===== src/rtl/dj8_bus_arbiter_if.sv =====
// Request/ack channel between one bus master and the DJ8 bus arbiter.
interface dj8_bus_arbiter_if;
  logic        req;
  logic [15:0] addr;
  logic        we;
  logic [7:0]  wdata;
  logic        ack;

  // Master side: issues requests and receives the completion pulse.
  modport master (output req, addr, we, wdata, input ack);
  // Arbiter side: samples requests and returns the completion pulse.
  modport slave  (input req, addr, we, wdata, output ack);
endinterface


===== src/rtl/dj8_bus_arbiter.sv =====
// DJ8 bus arbiter: shares the multiplexed external pin bus and on-chip ROM
// between the CPU (m0) and the debug/loader port (m1).
module dj8_bus_arbiter #(
  parameter int unsigned WAIT_CYCLES = 1,
  parameter bit          RR          = 1'b1
) (
  input  logic                clk,
  input  logic                rst_n,
  dj8_bus_arbiter_if.slave    m0,
  dj8_bus_arbiter_if.slave    m1,
  output logic [7:0]          rdata,
  output logic [6:0]          ext_addr_hi,
  output logic                ext_we,
  output logic [7:0]          ext_ad,
  output logic                ext_write_cycle,
  input  logic [7:0]          ext_din,
  output logic [7:0]          rom_addr,
  input  logic [7:0]          rom_data
);

  localparam int unsigned ADDR_W = 16;
  localparam int unsigned DATA_W = 8;
  localparam int unsigned CNT_W  = 4;

  typedef enum logic [2:0] {IDLE, ADDR, DATA, ROM, ACK} state_t;

  state_t              state;
  logic                prio_m1;
  logic                winner_m1;
  logic                lat_we;
  logic [DATA_W-1:0]   lat_wdata;
  logic [CNT_W-1:0]    wait_cnt;
  logic                ack0_q;
  logic                ack1_q;

  logic                any_req_c;
  logic                grant_m1_c;
  logic [ADDR_W-1:0]   win_addr_c;
  logic                win_we_c;
  logic [DATA_W-1:0]   win_wdata_c;

  // Winner selection: m1 wins only when alone or when round-robin favours it.
  assign any_req_c   = m0.req | m1.req;
  assign grant_m1_c  = m1.req & (~m0.req | (RR & prio_m1));
  assign win_addr_c  = grant_m1_c ? m1.addr  : m0.addr;
  assign win_we_c    = grant_m1_c ? m1.we    : m0.we;
  assign win_wdata_c = grant_m1_c ? m1.wdata : m0.wdata;

  assign m0.ack = ack0_q;
  assign m1.ack = ack1_q;

  // Transaction sequencer with registered pin, ROM, ack and read-data outputs.
  always_ff @(posedge clk or negedge rst_n) begin
    if (!rst_n) begin
      state           <= IDLE;
      prio_m1         <= 1'b0;
      winner_m1       <= 1'b0;
      lat_we          <= 1'b0;
      lat_wdata       <= '0;
      wait_cnt        <= '0;
      ack0_q          <= 1'b0;
      ack1_q          <= 1'b0;
      rdata           <= '0;
      ext_addr_hi     <= '0;
      ext_we          <= 1'b0;
      ext_ad          <= '0;
      ext_write_cycle <= 1'b0;
      rom_addr        <= '0;
    end else begin
      ack0_q <= 1'b0;
      ack1_q <= 1'b0;
      case (state)
        IDLE: begin
          if (any_req_c) begin
            winner_m1 <= grant_m1_c;
            prio_m1   <= ~grant_m1_c;
            lat_we    <= win_we_c;
            lat_wdata <= win_wdata_c;
            wait_cnt  <= CNT_W'(WAIT_CYCLES);
            if (win_addr_c[ADDR_W-1]) begin
              state    <= ROM;
              rom_addr <= win_addr_c[7:0];
            end else begin
              state           <= ADDR;
              ext_ad          <= win_addr_c[7:0];
              ext_addr_hi     <= win_addr_c[14:8];
              ext_we          <= win_we_c;
              ext_write_cycle <= 1'b0;
            end
          end
        end
        ADDR: begin
          state <= DATA;
          if (lat_we) begin
            ext_ad          <= lat_wdata;
            ext_write_cycle <= 1'b1;
          end
        end
        DATA: begin
          if (wait_cnt == '0) begin
            if (!lat_we) rdata <= ext_din;
            ext_ad          <= '0;
            ext_addr_hi     <= '0;
            ext_we          <= 1'b0;
            ext_write_cycle <= 1'b0;
            ack0_q          <= ~winner_m1;
            ack1_q          <= winner_m1;
            state           <= ACK;
          end else begin
            wait_cnt <= wait_cnt - CNT_W'(1);
          end
        end
        ROM: begin
          if (!lat_we) rdata <= rom_data;
          ack0_q <= ~winner_m1;
          ack1_q <= winner_m1;
          state  <= ACK;
        end
        ACK: begin
          state <= IDLE;
        end
        default: begin
          state <= IDLE;
        end
      endcase
    end
  end

endmodule

===== src/flat_wrapper.sv =====
// flat-port wrapper written by rule: the top's interface ports become plain ports
module dj8_bus_arbiter_flat 
#(
  parameter int unsigned WAIT_CYCLES = 1,
  parameter bit          RR          = 1'b1
)
  (clk, rst_n, rdata, ext_addr_hi, ext_we, ext_ad, ext_write_cycle, ext_din, rom_addr, rom_data, m0_req, m0_addr, m0_we, m0_wdata, m0_ack, m1_req, m1_addr, m1_we, m1_wdata, m1_ack);
  dj8_bus_arbiter_if m0_i ();
  dj8_bus_arbiter_if m1_i ();
  input  logic clk;
  input  logic rst_n;
  output logic [7:0] rdata;
  output logic [6:0] ext_addr_hi;
  output logic ext_we;
  output logic [7:0] ext_ad;
  output logic ext_write_cycle;
  input  logic [7:0] ext_din;
  output logic [7:0] rom_addr;
  input  logic [7:0] rom_data;
  input wire logic [$bits(m0_i.req)-1:0] m0_req;
  input wire logic [$bits(m0_i.addr)-1:0] m0_addr;
  input wire logic [$bits(m0_i.we)-1:0] m0_we;
  input wire logic [$bits(m0_i.wdata)-1:0] m0_wdata;
  output wire logic [$bits(m0_i.ack)-1:0] m0_ack;
  input wire logic [$bits(m1_i.req)-1:0] m1_req;
  input wire logic [$bits(m1_i.addr)-1:0] m1_addr;
  input wire logic [$bits(m1_i.we)-1:0] m1_we;
  input wire logic [$bits(m1_i.wdata)-1:0] m1_wdata;
  output wire logic [$bits(m1_i.ack)-1:0] m1_ack;
  assign m0_i.req = m0_req;
  assign m0_i.addr = m0_addr;
  assign m0_i.we = m0_we;
  assign m0_i.wdata = m0_wdata;
  assign m0_ack = m0_i.ack;
  assign m1_i.req = m1_req;
  assign m1_i.addr = m1_addr;
  assign m1_i.we = m1_we;
  assign m1_i.wdata = m1_wdata;
  assign m1_ack = m1_i.ack;
  dj8_bus_arbiter #(.WAIT_CYCLES(WAIT_CYCLES), .RR(RR)) u_core (.clk(clk), .rst_n(rst_n), .m0(m0_i), .m1(m1_i), .rdata(rdata), .ext_addr_hi(ext_addr_hi), .ext_we(ext_we), .ext_ad(ext_ad), .ext_write_cycle(ext_write_cycle), .ext_din(ext_din), .rom_addr(rom_addr), .rom_data(rom_data));
endmodule

===== config.mk =====
export PLATFORM = sky130hd
export DESIGN_NAME = dj8_bus_arbiter_flat
export DESIGN_NICKNAME = d
export VERILOG_FILES = /design/src/rtl/dj8_bus_arbiter_if.sv /design/src/rtl/dj8_bus_arbiter.sv /design/src/flat_wrapper.sv
export SDC_FILE = /design/constraint.sdc
export NUM_CORES = 1
export LEC_CHECK = 0
export ABC_AREA = 1
export BUFFER_PORTS_ARGS = -buffer_cell sky130_fd_sc_hd__buf_2
export CAP_MARGIN = 0
export CORE_UTILIZATION = 30
export DETAILED_ROUTE_END_ITERATION = 7
export PLACE_DENSITY = 0.62
export SLEW_MARGIN = 0
export SYNTH_ARGS = -nofsm -noshare
export SYNTH_HDL_FRONTEND = slang
export SYNTH_SLANG_ARGS = --single-unit

===== constraint.sdc =====
create_clock -name clk -period 4.2 [get_ports clk]
set_input_delay 0.21 -clock clk [delete_from_list [all_inputs] [get_ports clk]]
set_output_delay 0.21 -clock clk [all_outputs]
set_load 0.01 [all_outputs]

# Word level (Yosys, flattened, before mapping)
# Index checks and enable logic that the tools add are counted.
[op_classes]
shift = 0
eq_ne = 10
n_reduce_logical = 12
mul = 0
div = 0
add_sub_neg = 1
n_mux = 35
magnitude_cmp = 0
bitwise = 6
[op_table]
columns = ["operator", "n"]
rows = [
  ["8-bit 2-to-1 mux", 8],
  ["8-bit case mux with 3 select lines", 1],
  ["7-bit 2-to-1 mux", 3],
  ["16-bit 2-to-1 mux", 1],
  ["8-bit case mux with 2 select lines", 1],
  ["7-bit case mux with 2 select lines", 1],
  ["3-bit case mux with 4 select lines", 1],
  ["1-bit 2-to-1 mux", 9],
  ["4-bit 2-to-1 mux", 2],
  ["2-bit != test, second input constant", 4],
  ["4-bit case mux with 2 select lines", 1],
  ["4-bit AND reduction", 2],
  ["3-bit by 2-bit == test with 1-bit output, second input constant", 2],
  ["3-bit 2-to-1 mux", 2],
  ["2-bit by 1-bit != test with 1-bit output, second input constant", 3],
  ["1-bit case mux with 2 select lines", 3],
  ["3-bit AND reduction", 2],
  ["5-bit AND reduction", 1],
  ["4-bit zero test", 1],
  ["2-bit AND reduction", 2],
  ["2-bit nonzero test", 2],
  ["4-bit by 1-bit subtractor with 4-bit output, second input constant", 1],
  ["3-bit by 1-bit == test with 1-bit output, second input constant", 1],
  ["3-bit zero test", 1],
  ["other kinds (6)", 9],
]
[word_totals]
latchBits = 0
memories = 0
rom_bits = 0
in_bits = 70
out_inout_bits = 35
mem_bits_rw = 0
reg_bits = 53
word_cells = 78

# Logic depth before layout (Yosys ltp)
[logic_depth]
word_depth = 7
mapped_depth = 10
depth_no_buf = 10

# Worst setup path after synthesis
# Ideal clock, no wire load.
[synth_path]
path_type = "register -> register"
startpoint = "register u_core.wait_cnt[0]"
endpoint = "register u_core.ext_ad[0]"
period_less_slack_ns = 1.432
path_slack_ns = 2.768
stages_incl_launch_ff = 8
t_arrival_ns = 1.315
path_buffers = 0
setup_time_ns = 0.117
t_required_ns = 4.083
cell_sequence = "dfrtp_1 -> inv_1 -> ha_1 -> nand3_2 -> a21oi_4 -> nand3_2 -> nand2_1 -> nand2_1"
[synth_between]
elab_chain_cells = 3
[synth_rtl]
columns = ["element", "line_no", "rtl"]
rows = [
  ["start, declared", "dj8_bus_arbiter.sv:32", "logic [CNT_W-1:0] wait_cnt;"],
  ["start signal, assigned", "dj8_bus_arbiter.sv:79", "wait_cnt <= CNT_W'(WAIT_CYCLES);"],
  ["start signal, assigned", "dj8_bus_arbiter.sv:110", "wait_cnt <= wait_cnt - CNT_W'(1);"],
  ["4-bit zero test", "dj8_bus_arbiter.sv:100", "if (wait_cnt == '0) begin"],
  ["2-bit by 1-bit != test with 1-bit output (no line)", "-", ""],
  ["5-bit AND reduction (no line)", "-", ""],
  ["end signal, assigned", "dj8_bus_arbiter.sv:85", "ext_ad <= win_addr_c[7:0];"],
  ["end signal, assigned", "dj8_bus_arbiter.sv:95", "ext_ad <= lat_wdata;"],
  ["end, declared", "dj8_bus_arbiter.sv:14", "output logic [7:0] ext_ad,"],
]
# No other way between the ends.
# A chain may end at the register's enable or synchronous reset.

# Final worst setup path
[layout_path]
startpoint = "register u_core.prio_m1"
endpoint = "register u_core.ext_ad[2]"
[layout_between]
elab_chain_cells = 6
elab_cells_between_ends = 8
classes_between = "eq/ne: 1; mux: 4; bitwise: 2; reduce/logical: 1"
[layout_rtl]
columns = ["element", "line_no", "rtl"]
rows = [
  ["start, declared", "dj8_bus_arbiter.sv:28", "logic prio_m1;"],
  ["start signal, assigned", "dj8_bus_arbiter.sv:76", "prio_m1 <= ~grant_m1_c;"],
  ["1-bit bitwise OR (*)", "dj8_bus_arbiter.sv:44", "assign grant_m1_c = m1.req & (~m0.req | (RR & prio_m1));"],
  ["1-bit AND (*)", "dj8_bus_arbiter.sv:44", ""],
  ["16-bit 2-to-1 mux (*)", "dj8_bus_arbiter.sv:45", "assign win_addr_c = grant_m1_c ? m1.addr : m0.addr;"],
  ["8-bit 2-to-1 mux", "dj8_bus_arbiter.sv:80", "if (win_addr_c[ADDR_W-1]) begin"],
  ["8-bit 2-to-1 mux", "dj8_bus_arbiter.sv:74", "if (any_req_c) begin"],
  ["8-bit case mux with 3 select lines", "dj8_bus_arbiter.sv:72", "case (state)"],
]
# Mark *: on every way between the ends. The rest lies on a longest branch, timed or not. The select of a mux whose other input is x is not followed.

==> results.cfg <==
[yosys]
yosys.area.top_type_share_pct = 46.5
synthesis.nets = 433
post_synth_num_cell_types = 32
yosys_warnings = 0
largest_cells_by_area_after_synthesis = sky130_fd_sc_hd__dfrtp_1, sky130_fd_sc_hd__nand2_1, sky130_fd_sc_hd__nand3_1
synth_seq_cells = 53
syn-cell-area_um2 = 2850
synth_area_leader_cell = sky130_fd_sc_hd__dfrtp_1
postSynthAreaPerCell_um2 = 7.90
seq_area_frac_synth_pct = 46.5
synthCells = 361

[critical_path]
critPathCaptureType = flip-flop
cp.arrival_ns = 2.15
crit_fanout = 28
crit_start_category = flip-flop
regToRegEndpoint = u_core.ext_ad[2]$_DFFE_PN0P_
worstSetupPathType = reg2reg
critical_path_required_ns = 4.41
critical_path.reg2reg.startpoint = u_core.prio_m1$_DFFE_PN0P_
r2r.worst_path.cells = 8
regToRegSetupSlack_ns = 2.26
setup.worst_path.end = u_core.ext_ad[2]$_DFFE_PN0P_
startpoint = u_core.prio_m1$_DFFE_PN0P_

[clock_network]
post_cts_setup_bufs = 0
max-clock-path-buffers = 2
cts-htree-levels = 2
cts_tree = built
clockRootBuffer = sky130_fd_sc_hd__clkbuf_8
worstSkewPairLatency_ns = 0.31
clock_sinks = 53
cts_buffers = 5
clkSlewWorstSetupHoldPaths_ns = 0.10
cts_hold_repair.buffers = 0
ctsResizeCount = 0

[timing]
fin_skew_ns = 0.0132
holdWs_ns = 0.0184
min_period_over_period_pct = 46.2
maxSlewHeadroom_pct = 54.8
post-route-min-period_ns = 1.94
finalSetupViolCount = 0
grt_setup_unrepaired = no
hold_violations = 0
max_freq_mhz = 516
tightest_pin_transition_ns = 0.679
slew_viol_final = 0
fin_setup_tns_ns = 0

[floorplanning]
ioPinCount = 105
floorplan.core_area_um2 = 9240
start_util_pct = 30.9
dieHeight_um = 99.5
die_area_um2 = 9900
row_count = 35
die_x_um = 99.5

[layout]
layout_commonest_cell = sky130_fd_sc_hd__nand2_1
nets = 535
area_growth_pct = 25.3
most-common-layout-cells = sky130_fd_sc_hd__nand2_1, sky130_fd_sc_hd__buf_2, sky130_fd_sc_hd__dfrtp_1, sky130_fd_sc_hd__nand3_1, sky130_fd_sc_hd__nor2_1
final_cell_count_without_fillers = 593
drive_gt1_share_pct = 32.1
fillerInstances = 1002
diodes = 0

[routing]
drt_wl_total_um = 7030
drtPass1Iterations = 5
1st_iter_drt_viols = 109
post-route-drc-count = 0
vias = 2599
detail_route.vias_per_cell = 4.38
ant_nets = 0
detail_routed_net_length_per_standard_cell_um = 11.8

[global_routing]
grt_pass1_wl_um = 11300
antenna_found_initial = 0
vias_in_the_first_global_route = 2456
grt_max_degree = 54
grt_overflow = 0
track_usage_pct = 14.4

[pwr]
max-vdd-ir-drop_uv = 198
power.density_cell_area_nw_per_um2 = 683
leakage_power_figure_nw = 1.97

[place]
detailed_place_hpwl_um = 5360
final_estimated_routing_congestion_in_global_placement = 0.803
numPlacedInstances = 585
numPortBuffers = 104

[run]
drv_cap = 0

[status]
status = completed

[hold_path]
min-delay-path-class = in2async
[metrics by stage]
step                      area [µm²]  utilization, %  setup WS [ns]  total power, mW
after floorplan                 2850               -           2.77             1.77
after global placement          3460            37.5           2.35             2.07
after detailed placement        3460            37.5           2.27             2.11
after CTS                       3570            38.7           2.26             2.47
after global routing            3570            38.7           2.05             2.66
final                           3570            38.7           2.26             2.44
[worst max-delay path: stages, from the launching register on]
cell and delay [ns]:
sky130_fd_sc_hd__dfrtp_1 0.37, sky130_fd_sc_hd__inv_1 0.12, sky130_fd_sc_hd__nand2_2 0.19, sky130_fd_sc_hd__nand2_2 0.47
sky130_fd_sc_hd__nand2_2 0.12, sky130_fd_sc_hd__nand3_4 0.15, sky130_fd_sc_hd__nand3_2 0.21, sky130_fd_sc_hd__nand2_1 0.13
sky130_fd_sc_hd__nand2_1 0.06
[layer usage]
layer,global-route usage [%],vias to the layer above,part of all wire [%]
met5,0,-,0
met2,25.6,64,50
met1,18.1,1184,45
li1,-,1344,-
met4,3.28,0,1.2
met3,2.39,7,4.0
[report_power, final]
group,leakage (nW),internal [mW],switching (mW)
clock network,0.0554,0.179,0.176
logic,1.26,0.426,0.787
registers,0.652,0.739,0.132
total,1.97,1.34,1.10
[flip-flops by register name, indices dropped and copies added, names as in the netlist, 3 cells and up]
name and flops:
u_core.ext_addr_hi 7, u_core.rom_addr 8, u_core.state 3, u_core.rdata 8, u_core.wait_cnt 4, u_core.lat_wdata 8
u_core.ext_ad 8
[worst min path at each step]
stage / start / endpoint / slack [ns] / cells past startpoint
floorplan: rst_n / u_core.ext_ad[0]$_DFFE_PN0P_ / -0.09 / 0
global placement: rst_n / u_core.ext_ad[5]$_DFFE_PN0P_ / 0.37 / 2
detailed placement: rst_n / u_core.ext_ad[2]$_DFFE_PN0P_ / 0.38 / 2
CTS: rst_n / u_core.ext_ad[6]$_DFFE_PN0P_ / 0.04 / 2
global route: rst_n / u_core.ext_ad[2]$_DFFE_PN0P_ / 0.07 / 2
finish: rst_n / u_core.ext_ad[7]$_DFFE_PN0P_ / 0.02 / 2
[synth_stat cells]
cell and count:
sky130_fd_sc_hd__nand3_4 3, sky130_fd_sc_hd__buf_4 2, sky130_fd_sc_hd__o21ai_1 2, sky130_fd_sc_hd__nand2_1 141
sky130_fd_sc_hd__nand4_1 1, sky130_fd_sc_hd__nor2_2 2, sky130_fd_sc_hd__ha_1 2, sky130_fd_sc_hd__nor2_1 26
sky130_fd_sc_hd__buf_6 4, sky130_fd_sc_hd__a21oi_1 9, sky130_fd_sc_hd__inv_2 5, sky130_fd_sc_hd__nand3_1 38
sky130_fd_sc_hd__buf_2 3, sky130_fd_sc_hd__nor3b_1 1, sky130_fd_sc_hd__inv_1 21, sky130_fd_sc_hd__nand2_2 11
sky130_fd_sc_hd__o22ai_1 1, sky130_fd_sc_hd__a21oi_4 2, sky130_fd_sc_hd__o21ai_0 14, sky130_fd_sc_hd__nand2_4 1
sky130_fd_sc_hd__o21ai_2 3, sky130_fd_sc_hd__clkinv_1 1, sky130_fd_sc_hd__nand3_2 2, sky130_fd_sc_hd__a21boi_4 1
sky130_fd_sc_hd__nor2_8 1, sky130_fd_sc_hd__nor3_1 1, sky130_fd_sc_hd__dfrtp_1 53, sky130_fd_sc_hd__xor2_1 1
sky130_fd_sc_hd__clkbuf_1 1, sky130_fd_sc_hd__o21bai_1 1, sky130_fd_sc_hd__a31oi_1 1, sky130_fd_sc_hd__nor2_4 6
[final cells by class]
type	count	area, µm²	share of cell area, %
clock buffer	6	72.6	2.03
sequential	53	1330	37.1
timing repair buffer	105	528	14.8
multi-input combinational	271	1350	37.6
clock inverter	2	38.8	1.09
inverter	27	101	2.84
tap	129	161	4.52
[logic make-up after synthesis]
group | after synthesis | synth area share [%]
AOI/OAI and AO/OA | 34 | 7.81
xor gates and xnor gates | 1 | 0.307
adders and majority gates | 2 | 0.877
buffers and inverters | 37 | 6.32
DFF | 53 | 46.5
and+or+nand+nor | 234 | 38.2
Note: power is estimated with default switching activity, not from simulation.
